File: src/rtl/seq_pkg.sv
// Shared definitions for the multicycle control sequencer: state encoding
// and the legal range of the data-memory wait parameter.
package seq_pkg;

  typedef enum logic [3:0] {
    S_IDLE      = 4'd0,
    S_FETCH     = 4'd1,
    S_DECODE    = 4'd2,
    S_EXECUTE   = 4'd3,
    S_MEMORY    = 4'd4,
    S_WRITEBACK = 4'd5,
    S_COMMIT    = 4'd6,
    S_PAUSE     = 4'd7,
    S_HALT      = 4'd8
  } state_t;

  localparam int MEM_WAIT_MIN = 1;
  localparam int MEM_WAIT_MAX = 3;

  // Out-of-range wait values are pulled into the legal window.
  function automatic int clamp_mem_wait(input int w);
    if (w < MEM_WAIT_MIN) return MEM_WAIT_MIN;
    if (w > MEM_WAIT_MAX) return MEM_WAIT_MAX;
    return w;
  endfunction

endpackage

File: src/rtl/sat_counter.sv
// Saturating up-counter: counts enabled cycles and sticks at all-ones.
module sat_counter #(
  parameter int CNT_W = 16
) (
  input  logic             clk,
  input  logic             reset,
  input  logic             en,
  output logic [CNT_W-1:0] count
);

  always_ff @(posedge clk or negedge reset) begin
    if (!reset) begin
      count <= '0;
    end else if (en && (count != {CNT_W{1'b1}})) begin
      count <= count + CNT_W'(1);
    end
  end

endmodule

File: src/rtl/multicycle_sequencer.sv
// Multicycle instruction sequencer: walks each instruction through
// FETCH..COMMIT, with single-step pausing and a terminal HALT state.
module multicycle_sequencer #(
  parameter int MEM_WAIT = 1,
  parameter int CNT_W    = 16
) (
  input  logic             clk,
  input  logic             reset,
  input  logic             start,
  input  logic             halt_op,
  input  logic             we1_req,
  input  logic             we2_req,
  input  logic             is_load,
  input  logic             step_mode,
  input  logic             step_req,
  output logic             step_ack,
  output logic             ir_en,
  output logic             rf_we,
  output logic             dm_we,
  output logic             pc_en,
  output logic             busy,
  output logic             halted,
  output logic [3:0]       state,
  output logic [CNT_W-1:0] instr_count
);
  import seq_pkg::*;

  localparam int         WAIT_EFF  = clamp_mem_wait(MEM_WAIT);
  localparam logic [1:0] WAIT_LAST = 2'(WAIT_EFF - 1);

  state_t     cur, nxt;
  logic       f_halt, f_we1, f_store, f_load;
  logic       armed;
  logic [1:0] mem_cnt;
  logic       ack;

  // Handshake: step_req is a level held by the requester; step_ack is
  // high for exactly the PAUSE cycle in which the step is taken, and a
  // new step needs step_req to be seen low first (armed).
  always_ff @(posedge clk or negedge reset) begin
    if (!reset) begin
      cur     <= S_IDLE;
      f_halt  <= 1'b0;
      f_we1   <= 1'b0;
      f_store <= 1'b0;
      f_load  <= 1'b0;
      armed   <= 1'b1;
      mem_cnt <= '0;
    end else begin
      cur <= nxt;
      if (cur == S_DECODE) begin
        f_halt  <= halt_op;
        f_we1   <= we1_req;
        f_store <= we2_req;
        f_load  <= is_load & ~we2_req;
      end
      if (cur == S_EXECUTE) begin
        mem_cnt <= WAIT_LAST;
      end else if ((cur == S_MEMORY) && (mem_cnt != 2'd0)) begin
        mem_cnt <= mem_cnt - 2'd1;
      end
      if (ack) begin
        armed <= 1'b0;
      end else if (!step_req) begin
        armed <= 1'b1;
      end
    end
  end

  always_comb begin
    nxt = cur;
    ack = 1'b0;
    case (cur)
      S_IDLE:      if (start) nxt = S_FETCH;
      S_FETCH:     nxt = S_DECODE;
      S_DECODE:    nxt = halt_op ? S_HALT : S_EXECUTE;
      S_EXECUTE: begin
        if (f_store || f_load) nxt = S_MEMORY;
        else if (f_we1)        nxt = S_WRITEBACK;
        else                   nxt = S_COMMIT;
      end
      S_MEMORY:    if (mem_cnt == 2'd0) nxt = f_load ? S_WRITEBACK : S_COMMIT;
      S_WRITEBACK: nxt = S_COMMIT;
      S_COMMIT:    nxt = step_mode ? S_PAUSE : S_FETCH;
      S_PAUSE: begin
        if (step_req && armed) begin
          ack = 1'b1;
          nxt = S_FETCH;
        end
      end
      S_HALT:      nxt = S_HALT;
      default:     nxt = S_IDLE;
    endcase
  end

  // Strobes depend only on registered state; a latched halt masks them.
  always_comb begin
    ir_en    = (cur == S_FETCH);
    rf_we    = (cur == S_WRITEBACK) && !f_halt;
    pc_en    = (cur == S_COMMIT) && !f_halt;
    dm_we    = (cur == S_MEMORY) && f_store && (mem_cnt == WAIT_LAST);
    busy     = (cur != S_IDLE) && (cur != S_PAUSE) && (cur != S_HALT);
    halted   = (cur == S_HALT);
    step_ack = ack;
    state    = cur;
  end

  sat_counter #(
    .CNT_W(CNT_W)
  ) u_retired (
    .clk  (clk),
    .reset(reset),
    .en   (cur == S_COMMIT),
    .count(instr_count)
  );

endmodule

File: config.mk
export PLATFORM = sky130hd
export DESIGN_NAME = multicycle_sequencer
export DESIGN_NICKNAME = d
export VERILOG_FILES = /design/src/rtl/seq_pkg.sv /design/src/rtl/sat_counter.sv /design/src/rtl/multicycle_sequencer.sv
export SDC_FILE = /design/constraint.sdc
export NUM_CORES = 1
export LEC_CHECK = 0
export ABC_AREA = 0
export BUFFER_PORTS_ARGS = -buffer_cell sky130_fd_sc_hd__buf_4
export CELL_PAD_IN_SITES_DETAIL_PLACEMENT = 2
export CELL_PAD_IN_SITES_GLOBAL_PLACEMENT = 2
export CORE_ASPECT_RATIO = 0.5
export CORE_MARGIN = 2
export CORE_UTILIZATION = 36
export CTS_CLUSTER_SIZE = 8
export DETAILED_ROUTE_END_ITERATION = 10
export PLACE_DENSITY = 0.92
export RECOVER_POWER = 50
export REMOVE_ABC_BUFFERS = 1
export SYNTH_ARGS = -nofsm -noshare
export SYNTH_HDL_FRONTEND = slang
export SYNTH_SLANG_ARGS = --single-unit
File: constraint.sdc
create_clock -name clk -period 5.1 [get_ports clk]
set_clock_uncertainty 0.05 [all_clocks]
set_input_delay 0.765 -clock clk [delete_from_list [all_inputs] [get_ports clk]]
set_output_delay 0.765 -clock clk [all_outputs]
set_load 0.05 [all_outputs]
Word-level counts from Yosys, hierarchy flattened
Cells that the tools add are included.
{ "word_totals": {"inputBits": 9, "elab_cells": 59, "register_bits": 27, "out_inout_bits": 27} }
{ "classes": {"add_sub_neg": 2, "bitwise": 2, "n_reduce_logical": 17, "n_mux": 15, "eq_ne": 15} }
{ "op_table": {"columns": ["operator", "count"], "rows": [
  ["4-bit case mux with 9 select lines", 1],
  ["16-bit by 1-bit adder with 16-bit output (second input constant)", 1],
  ["4-bit by 3-bit == test with 1-bit output (second input constant)", 4],
  ["4-bit two-way mux", 4],
  ["16-bit inequality test (second input constant)", 1],
  ["2-bit two-way mux", 5],
  ["1-bit logical AND", 9],
  ["4-bit by 2-bit == test with 1-bit output (second input constant)", 2],
  ["4-bit by 1-bit == test with 1-bit output (second input constant)", 1],
  ["4-bit == test (second input constant)", 1],
  ["4-bit zero test", 1],
  ["1-bit two-way mux", 4],
  ["2-bit by 1-bit inequality test with 1-bit output (second input constant)", 2],
  ["2-bit inequality test (second input constant)", 2],
  ["4-bit by 3-bit inequality test with 1-bit output (second input constant)", 1],
  ["4-bit inequality test (second input constant)", 1],
  ["2-bit nonzero test", 2],
  ["4-bit nonzero test", 1],
  ["3-bit two-way mux", 1],
  ["3-bit AND reduction", 1],
  ["2-bit zero test", 1],
  ["2-bit by 1-bit subtractor with 2-bit output (second input constant)", 1],
  ["1-bit AND", 1],
  ["1-bit zero test", 1],
  ["2 further kinds", 2]
]} }

Longest topological paths before layout
Gate-level depths: netlist of run 1.
{ "logic_depth": {"ltp_word": 4, "depth_mapped": 6, "ltp_nobuf": 6} }

Hierarchy
A second synthesis of run 1 with hierarchy kept.
{ "hier_totals": {"cells_unflattened": 142, "hier_area_um2": 1527.7} }
{ "modules_own_cells": {"columns": ["module", "instances", "seq_area_each_um2", "area_each_um2", "cells_per_inst"], "rows": [
  ["sat_counter", 1, 400.4, 859.6, 72],
  ["multicycle_sequencer", 1, 276.5, 668.1, 70]
]} }

Worst setup path after synthesis of run 1
No wires, ideal clock.
{ "synth_path": {"path_kind": "reg-to-output", "startpoint": "register cur[1] (netlist: state[1])", "endpoint": "output port step_ack", "slack_ns": 2.064, "path_stages_with_launch": 4, "n_path_buf": 1, "t_arrival_ns": 2.221, "required_ns": 4.285, "cell_sequence": "dfrtp_1 buf_2 nand2_1 nor3_1"} }
{ "synth_between": {"elab_chain_len": 2} }
{ "synth_rtl": {"columns": ["item", "line_no", "rtl"], "rows": [
  ["start, declared", "multicycle_sequencer.sv:31", "state_t cur, nxt;"],
  ["start signal, assigned", "multicycle_sequencer.sv:50", "cur <= nxt;"],
  ["4-bit by 3-bit == test with 1-bit output", "multicycle_sequencer.sv:73", "case (cur)"],
  ["1-bit two-way mux", "multicycle_sequencer.sv:73", null],
  ["end, declared", "multicycle_sequencer.sv:16", "output logic step_ack,"]
]} }
Every way passes these cells.

Worst setup path in the final report of run 1
{ "layout_path": {"startpoint": "register cur[2] (netlist: state[2])", "endpoint": "output port pc_en"} }
{ "layout_between": {"elab_chain_len": 2} }
{ "layout_rtl": {"columns": ["item", "line_no", "rtl"], "rows": [
  ["4-bit by 3-bit == test with 1-bit output", "multicycle_sequencer.sv:100", "pc_en = (cur == S_COMMIT) && !f_halt;"],
  ["1-bit logical AND", "multicycle_sequencer.sv:100", null],
  ["end, declared", "multicycle_sequencer.sv:20", "output logic pc_en,"]
]} }
Every way passes these cells.

==> summary.md, run 1 <==
| Metric | Value |
|---|---|
| Max-cap violations | `1` |
| Startpoint Class | `flop` |
| Endpoints failing hold | `0` |
| CP Buf/Inv Count | `1` |
| Global-route wire length before repair | `7.76 mm` |
| Crit path required time | `4280 ps` |
| Core area | `4340 um2` |
| RSZ-0062 raised after global routing | `no` |
| Hold depth | `1` |
| Non-Filler Instances | `246` |
| Clock network latency to the later pin of the worst-skew pair | `280 ps` |
| Flops & latches, synth | `27` |
| Clock power frac | `0.144` |
| Area delta synth->final | `18.2%` |
| Die area | `5020 um2` |
| Layout cells sized above 1 | `0.286` |
| Fin area | `1890 um2` |
| Vias in the first global route | `1442` |
| Setup-failing EPs final | `0` |
| Hold Path Origin | `mem_cnt[0]$_DFFE_PN0P_` |
| CTS tree | `done` |
| Vias | `1316` |
| Crit-path max cell delay | `720 ps` |
| Rows | `17` |
| Detailed Place HPWL | `3.24 mm` |
| Synth async-reset ratio | `1.00` |
| Clock tree sinks | `27` |
| Leakage | `0.000870 uW` |
| R2r startpoint | `u_retired.count[0]$_DFFE_PN0P_` |
| Synth warn | `0` |
| Vias per cell | `5.35` |
| Critical R2R Capture | `u_retired.count[1]$_DFFE_PN0P_` |
| H-tree depth | `1` |
| Longest Clk Path Bufs | `2` |
| Top-area cell type share of the netlist area | `0.407` |
| # hold bufs at CTS | `0` |
| Initial drt markers | `28` |
| GPL Wtd Cong | `0.788` |
| Achievable Freq | `377 MHz` |
| FF-to-FF setup slack | `2710 ps` |
| Worst-path clk slew | `90 ps` |
| Starting density of the core | `0.368` |
| Synth top area cells | `dfrtp_1 41%, xor2_1 8.2%, nand2_1 3.8%, nor3_2 3.1%, nor4_2 3.1%` |
| Sw Share | `0.491` |
| Synth Cell Area | `1600 um2` |
| Die Wd | `98.2 um` |
| Drt first pass iters | `4` |
| Ys flop type | `dfrtp_1` |
| Worst VDD drop | `0.000263 V` |
| Hold Path Class | `reg2reg` |
| CP cell instances | `nand4bb_4 > nor2_1 > buf_4` |
| Routed length per placed instance | `18.9 um` |
| NetSw | `432 uW` |
| Comb power frac | `0.481` |
| DIE HEIGHT | `51.1 um` |
| Syn Inst Count | `157` |
| Total routed wirelength | `4.64 mm` |
| Final Power | `880 uW` |
| Worst R2R Path Depth | `5` |
| Reg power frac | `0.375` |
| EDFF count, synth | `0` |
| Power Dens Cells | `466 nW/um2` |
| DRC violation count after routing | `0` |
| Fin. max-slew vios | `28` |
| Worst slew pin tran | `1530 ps` |
| CTS resizes | `0` |
| Status | `finished, violations left` |
| Critical Path AT | `1840 ps` |
| Largest net degree at the start of global routing | `28` |
| Final net count | `201` |
| Post-route setup TNS | `0 ps` |
| Gr usage total | `0.201` |
| Root Buffer | `clkbuf_8` |
| Post-CTS Repair Setup Buffers | `0` |
| CP max FO | `18` |
| IO Pins | `36` |
| Crit. End Element | `output port` |
| Placed Cells | `242` |
| ANT nets after route | `0` |
| Syn avg cell area | `10.2 um2` |
| Sequential area share after synthesis | `0.424` |
| Rel. slew slack | `-0.0179` |
| Crit-path leading delay family | `flip-flops` |
| CP max-delay cell | `dfrtp_1` |
| Final Critical Period | `2650 ps` |
| Hold EP | `mem_cnt[0]$_DFFE_PN0P_` |
| Grt total ovfl | `0` |
| Internal power | `448 uW` |
| Fin crit share | `0.520` |
| I/O Buffers | `35` |
| Antenna violations before repair | `0` |
| Worst Setup Path Type | `reg2out` |
| CTS buffer count | `3` |
| Violated checks | `capacitance limit, slew limit` |
| Dpl cell area | `1890 um2` |
| Diodes inserted | `0` |
| Post-synth top area cell | `dfrtp_1` |
| Cell variety after synth | `48` |
kinds of logic after synthesis:
family,Yosys count,share of synthesized area
compound gates,23,0.0877
xor+xnor,15,0.0822
fa+ha+maj,2,0.0157
buf+inv,13,0.0423
flops,27,0.424
mux,3,0.0235
simple gates,74,0.325
sequential cells by signal (all words and copies together) (netlist names):
register         cells
f_we1                1
u_retired.count     16
mem_cnt              2
armed                1
state                4
f_store              1
f_halt               1
f_load               1
worst max-delay path by stage:
stage	startpoint	end	slack, ps	cells past startpoint
6_report	state[2]$_DFFE_PN0P_	pc_en	2450	3
5_1_grt	state[2]$_DFFE_PN0P_	busy	2290	4
4_1_cts	state[2]$_DFFE_PN0P_	pc_en	2440	3
3_5_place_dp	state[2]$_DFFE_PN0P_	pc_en	2750	3
3_3_place_gp	state[2]$_DFFE_PN0P_	pc_en	2830	3
2_1_floorplan	state[2]$_DFFE_PN0P_	step_ack	1990	2
power by group through the flow:
| stage | clock network (uW) | logic, uW | registers (uW) |
|---|---|---|---|
| finish | 127 | 424 | 330 |
| global route | 138 | 457 | 342 |
| CTS | 132 | 451 | 333 |
| detailed placement | 0 | 448 | 337 |
| global placement | 0 | 432 | 331 |
| floorplan | 0 | 246 | 393 |
metal layers:
metal  track usage  part of all wire  up-vias
met4        0.0525             0.015        0
met5             0                 0        -
li1              -                 -      626
met2         0.379              0.54       20
met1         0.238              0.42      660
met3        0.0410             0.027       10
area by class of cell:
cell class	instances	area [um2]
sequential	27	677
inverter	6	22.5
multi-input combinational	117	840
timing repair buffer	35	233
fill	485	2450
tap	57	71.3
clock buffer	4	45.0
cells in the mapped netlist, types with 2 or more instances:
| cell | n |
|---|---|
| nor3_1 | 8 |
| a21oi_1 | 8 |
| nor3_2 | 5 |
| nand3_1 | 3 |
| o21ai_0 | 5 |
| mux2_2 | 2 |
| nand3b_1 | 2 |
| buf_6 | 2 |
| nor2_1 | 8 |
| dfrtp_1 | 26 |
| inv_1 | 6 |
| a31oi_1 | 4 |
| xor2_1 | 15 |
| buf_2 | 3 |
| nand2b_1 | 2 |
| nand4_1 | 5 |
| nor4_1 | 2 |
| and3_1 | 2 |
| ha_1 | 2 |
| nand2_1 | 16 |
| nor4_2 | 4 |
layout by cell type, fill, tap and decap left out, types with 3 or more instances in the layout:
cell / n
xor2_1: 15
nor4_2: 4
a31oi_1: 4
nand4_1: 5
buf_4: 27
nand3_1: 3
nor2_1: 8
nor3_1: 8
inv_1: 6
nand2_1: 16
nor3_2: 5
o21ai_0: 5
clkbuf_1: 9
dfrtp_1: 26
a21oi_1: 8
clkbuf_8: 3
stage by stage:
| stage | setup WS (ps) | hold slack, ps | util |
|---|---|---|---|
| floorplan | 1990 | 411 | - |
| CTS | 2440 | 340 | 0.445 |
| finish | 2450 | 462 | 0.435 |
| global route | 2290 | 502 | 0.435 |
| global placement | 2830 | 428 | 0.435 |
| detailed placement | 2750 | 452 | 0.435 |
worst reg2reg max path, cell delays in order (launching register included):
cell     delay (ps)
dfrtp_1         410
ha_1            280
nand4_2         180
nor4_4          920
nor2_2          110
mux2_4          340
Power figures use the tool's default switching activity.
==> inputs of run 2 (changes only) <==
--- a/config.mk
+++ b/config.mk
@@ -5,16 +5,16 @@
 export SDC_FILE = /design/constraint.sdc
 export NUM_CORES = 1
 export LEC_CHECK = 0
-export ABC_AREA = 0
+export ABC_AREA = 1
 export BUFFER_PORTS_ARGS = -buffer_cell sky130_fd_sc_hd__buf_4
 export CELL_PAD_IN_SITES_DETAIL_PLACEMENT = 2
 export CELL_PAD_IN_SITES_GLOBAL_PLACEMENT = 2
 export CORE_ASPECT_RATIO = 0.5
 export CORE_MARGIN = 2
-export CORE_UTILIZATION = 36
+export CORE_UTILIZATION = 26
 export CTS_CLUSTER_SIZE = 8
 export DETAILED_ROUTE_END_ITERATION = 10
-export PLACE_DENSITY = 0.92
+export PLACE_DENSITY = 0.82
 export RECOVER_POWER = 50
 export REMOVE_ABC_BUFFERS = 1
 export SYNTH_ARGS = -nofsm -noshare
==> constraint.sdc (replaced) <==
create_clock -name clk -period 2.2 [get_ports clk]
set_clock_uncertainty 0.05 [all_clocks]
set_input_delay 0.33 -clock clk [delete_from_list [all_inputs] [get_ports clk]]
set_output_delay 0.33 -clock clk [all_outputs]
set_load 0.05 [all_outputs]
==> run 2 against run 1 <==
The run now ends clean; critical path depth increased by 1; global-route usage decreased by 3.7 points; area after synthesis increased by 4.0%; worst hold slack got worse by 310 ps; via count increased by 31%; register-to-register slack got worse by 2400 ps.
==> summary.md, run 2 <==
| Metric | Value |
|---|---|
| Status | `finished, final reports clean` |
| Clock tree sinks | `27 (unchanged)` |
| Cell variety after synth | `26 (-46%)` |
| ANT nets after route | `0 (unchanged)` |
| Drt first pass iters | `4 (unchanged)` |
| Critical Path AT | `1620 ps (-220 ps)` |
| Commonest cells post-synth | `88 x nand2_1, 31 x nor2_1, 26 x dfrtp_1, 26 x inv_1, 17 x nand3_1` |
| Final Critical Period | `2000 ps` |
| Routed length per placed instance | `14.5 um (-23%)` |
| GPL Wtd Cong | `0.763 (-3.3%)` |
| Rows | `20 (+3)` |
| Rel. slew slack | `0.503 (+0.520)` |
| Die Wd | `117 um (+19%)` |
| RSZ-0062 raised after global routing | `no` |
| Grt total ovfl | `0 (unchanged)` |
| Global-route wire length before repair | `8.92 mm (+15%)` |
| Vias in the first global route | `1859 (+29%)` |
| Comb power frac | `0.430 (-0.051)` |
| Startpoint Class | `flop` |
| Synth async-reset ratio | `1.00 (unchanged)` |
| Reg power frac | `0.352 (-0.023)` |
| Number of fill cells in the layout | `756 (+56%)` |
| Fin crit share | `0.911` |
| Worst slew pin tran | `746 ps (-781 ps)` |
| Gr usage total | `0.164 (-0.0365)` |
| Endpoints failing hold | `0 (unchanged)` |
| Longest Clk Path Bufs | `2 (unchanged)` |
| Core area | `6130 um2 (+41%)` |
| Clock power frac | `0.218 (+0.074)` |
| Top-area cell type share of the netlist area | `0.392 (-0.0156)` |
| Detailed Place HPWL | `4.03 mm (+24%)` |
| Syn avg cell area | `6.98 um2 (-31%)` |
| IO Pins | `36 (unchanged)` |
| Largest net degree at the start of global routing | `28 (unchanged)` |
| Synth Cell Area | `1660 um2 (+4.0%)` |
| Crit path required time | `1820 ps (-2460 ps)` |
| Commonest non-fill, non-tap cells in the layout | `88 x nand2_1, 31 x nor2_1, 26 x inv_1, 26 x dfrtp_1, 23 x buf_4` |
| Crit. End Element | `output port` |
| Worst-path clk slew | `70 ps (-20 ps)` |
| CP max FO | `9 (-9)` |
| Final net count | `288 (+43%)` |
| Die area | `7090 um2 (+41%)` |
| Most common cell after layout, fill and taps aside | `nand2_1` |
| I/O Buffers | `35 (unchanged)` |
| Top reg by flops | `u_retired.count` |
| Vias | `1724 (+31%)` |
| Sw Share | `0.461 (-0.0298)` |
| EDFF count, synth | `0 (unchanged)` |
| H-tree depth | `1 (unchanged)` |
| Worst VDD drop | `0.000285 V (+8.6%)` |
| Area delta synth->final | `23.7%` |
| Flops & latches, synth | `27 (unchanged)` |
| Final core utilization | `0.335 (-0.0998)` |
| Vias per cell | `4.74 (-11%)` |
| Max-cap violations | `0 (-1)` |
| Layout cells sized above 1 | `0.145 (-0.141)` |
| Hold Path Class | `in2reg` |
| CTS buffer count | `3 (unchanged)` |
| Dpl cell area | `2010 um2 (+6.8%)` |
| DRC violation count after routing | `0 (unchanged)` |
| Syn Inst Count | `238 (+52%)` |
| Power Dens Cells | `963 nW/um2 (+110%)` |
| Fin area | `2060 um2 (+8.9%)` |
| Starting density of the core | `0.271 (-0.0972)` |
| Ys flop type | `dfrtp_1` |
| Setup-failing EPs final | `0 (unchanged)` |
| NetSw | `913 uW (+110%)` |
| Worst Setup Path Type | `reg2out` |
| CTS tree | `done` |
| Clock network latency to the later pin of the worst-skew pair | `270 ps (about the same)` |
| Initial drt markers | `29 (+3.6%)` |
| Antenna violations before repair | `0 (unchanged)` |
| Number of flip-flops in the largest register | `16 (unchanged)` |
| Fin. max-slew vios | `0 (-100%)` |
| Root Buffer | `clkbuf_16` |
| Synth top area cells | `dfrtp_1 39%, nand2_1 20%, nor2_1 7.0%, inv_1 5.9%, nand3_1 5.1%` |
| Leakage | `0.000972 uW (+12%)` |
| Internal power | `1070 uW (+140%)` |
| Count leader, synth | `nand2_1` |
| Total routed wirelength | `5.26 mm (+13%)` |
| Diodes inserted | `0 (unchanged)` |
| DIE HEIGHT | `60.5 um (+18%)` |
| Achievable Freq | `499 MHz` |
| Sequential area share after synthesis | `0.407 (-0.0163)` |
| Post-synth top area cell | `dfrtp_1` |
| Synth warn | `0 (unchanged)` |
run 2: cell types whose count changed in the layout (fill, tap and decap cells not counted), moves of 5 or more:
cell     change
xor2_1      -15
nand2_1     +72
nor3_1       -6
nand3_1     +14
xnor2_1      +7
nor2_1      +23
inv_1       +20
o21ai_0      +5
a21oi_1      -8
nor3_2       -5
run 2: per-layer routing:
layer,global-route usage,wire (um)
met5,0,0
met3,0.0280,131
met2,0.304,2700
met1,0.197,2330
met4,0.0605,104
run 2: cells by family (layout without fill, tap and decap cells):
family	after synthesis	after routing	synth area share
xor+xnor	7	7	0.0369
flops	27	27	0.407
fa+ha+maj	2	2	0.0151
buf+inv	31	69	0.0798
compound gates	15	15	0.0572
simple gates	156	156	0.404
run 2: per-stage QoR:
stage	instances	hold WS [ps]	total power (uW)	setup TNS, ps	setup WS, ps
2_1_floorplan	235	-15.6	1290	-871	-608
3_3_place_gp	359	224	1550	0	473
3_5_place_dp	359	233	1590	0	398
4_1_cts	364	148	2030	0	154
5_1_grt	364	151	2120	0	11.7
6_report	364	152	1980	0	196
run 2: layout make-up:
type                    instances  area, um2  share of cell area
multi-input cells             180        852               0.414
flip-flops and latches         27        677               0.329
repair buffers                 37        233               0.113
well taps                      88        110              0.0536
inverters                      28        105              0.0511
clock buffers                   4       78.8              0.0383
run 2: power by group through the flow:
| stage | Sequential (uW) | Clock, uW | Combinational, uW |
|---|---|---|---|
| global placement | 699 | 0 | 850 |
| global route | 715 | 459 | 948 |
| CTS | 699 | 448 | 882 |
| detailed placement | 708 | 0 | 879 |
| floorplan | 831 | 0 | 461 |
| finish | 697 | 431 | 852 |
run 2: worst paths after layout:
| check | start | endpoint | slack, ps | depth (start not counted) |
|---|---|---|---|---|
| setup / recovery | state[0]$_DFFE_PN0P_ | dm_we | 200 | 4 |
| hold / removal | step_req | armed$_DFFE_PN1P_ | 150 | 2 |
| setup reg to reg | u_retired.count[0]$_DFFE_PN0P_ | u_retired.count[14]$_DFFE_PN0P_ | 360 | 8 |
| hold reg to reg | armed$_DFFE_PN1P_ | armed$_DFFE_PN1P_ | 440 | 2 |
| max in group asynchronous | reset | state[2]$_DFFE_PN0P_ | 1000 | 2 |
| min in group asynchronous | reset | u_retired.count[2]$_DFFE_PN0P_ | 630 | 2 |
run 2: repair_timing:
item,4_1_cts,5_1_grt
hold buffers,1,0
endpoints found under the hold margin,26,0
setup buffers,0,0
gates resized for setup,0,0
run 2: critical path, cell delays in order (launching register included):
cell	delay, ps
dfrtp_1	520
nor2_1	400
nand2_1	130
nor2_1	110
buf_4	200
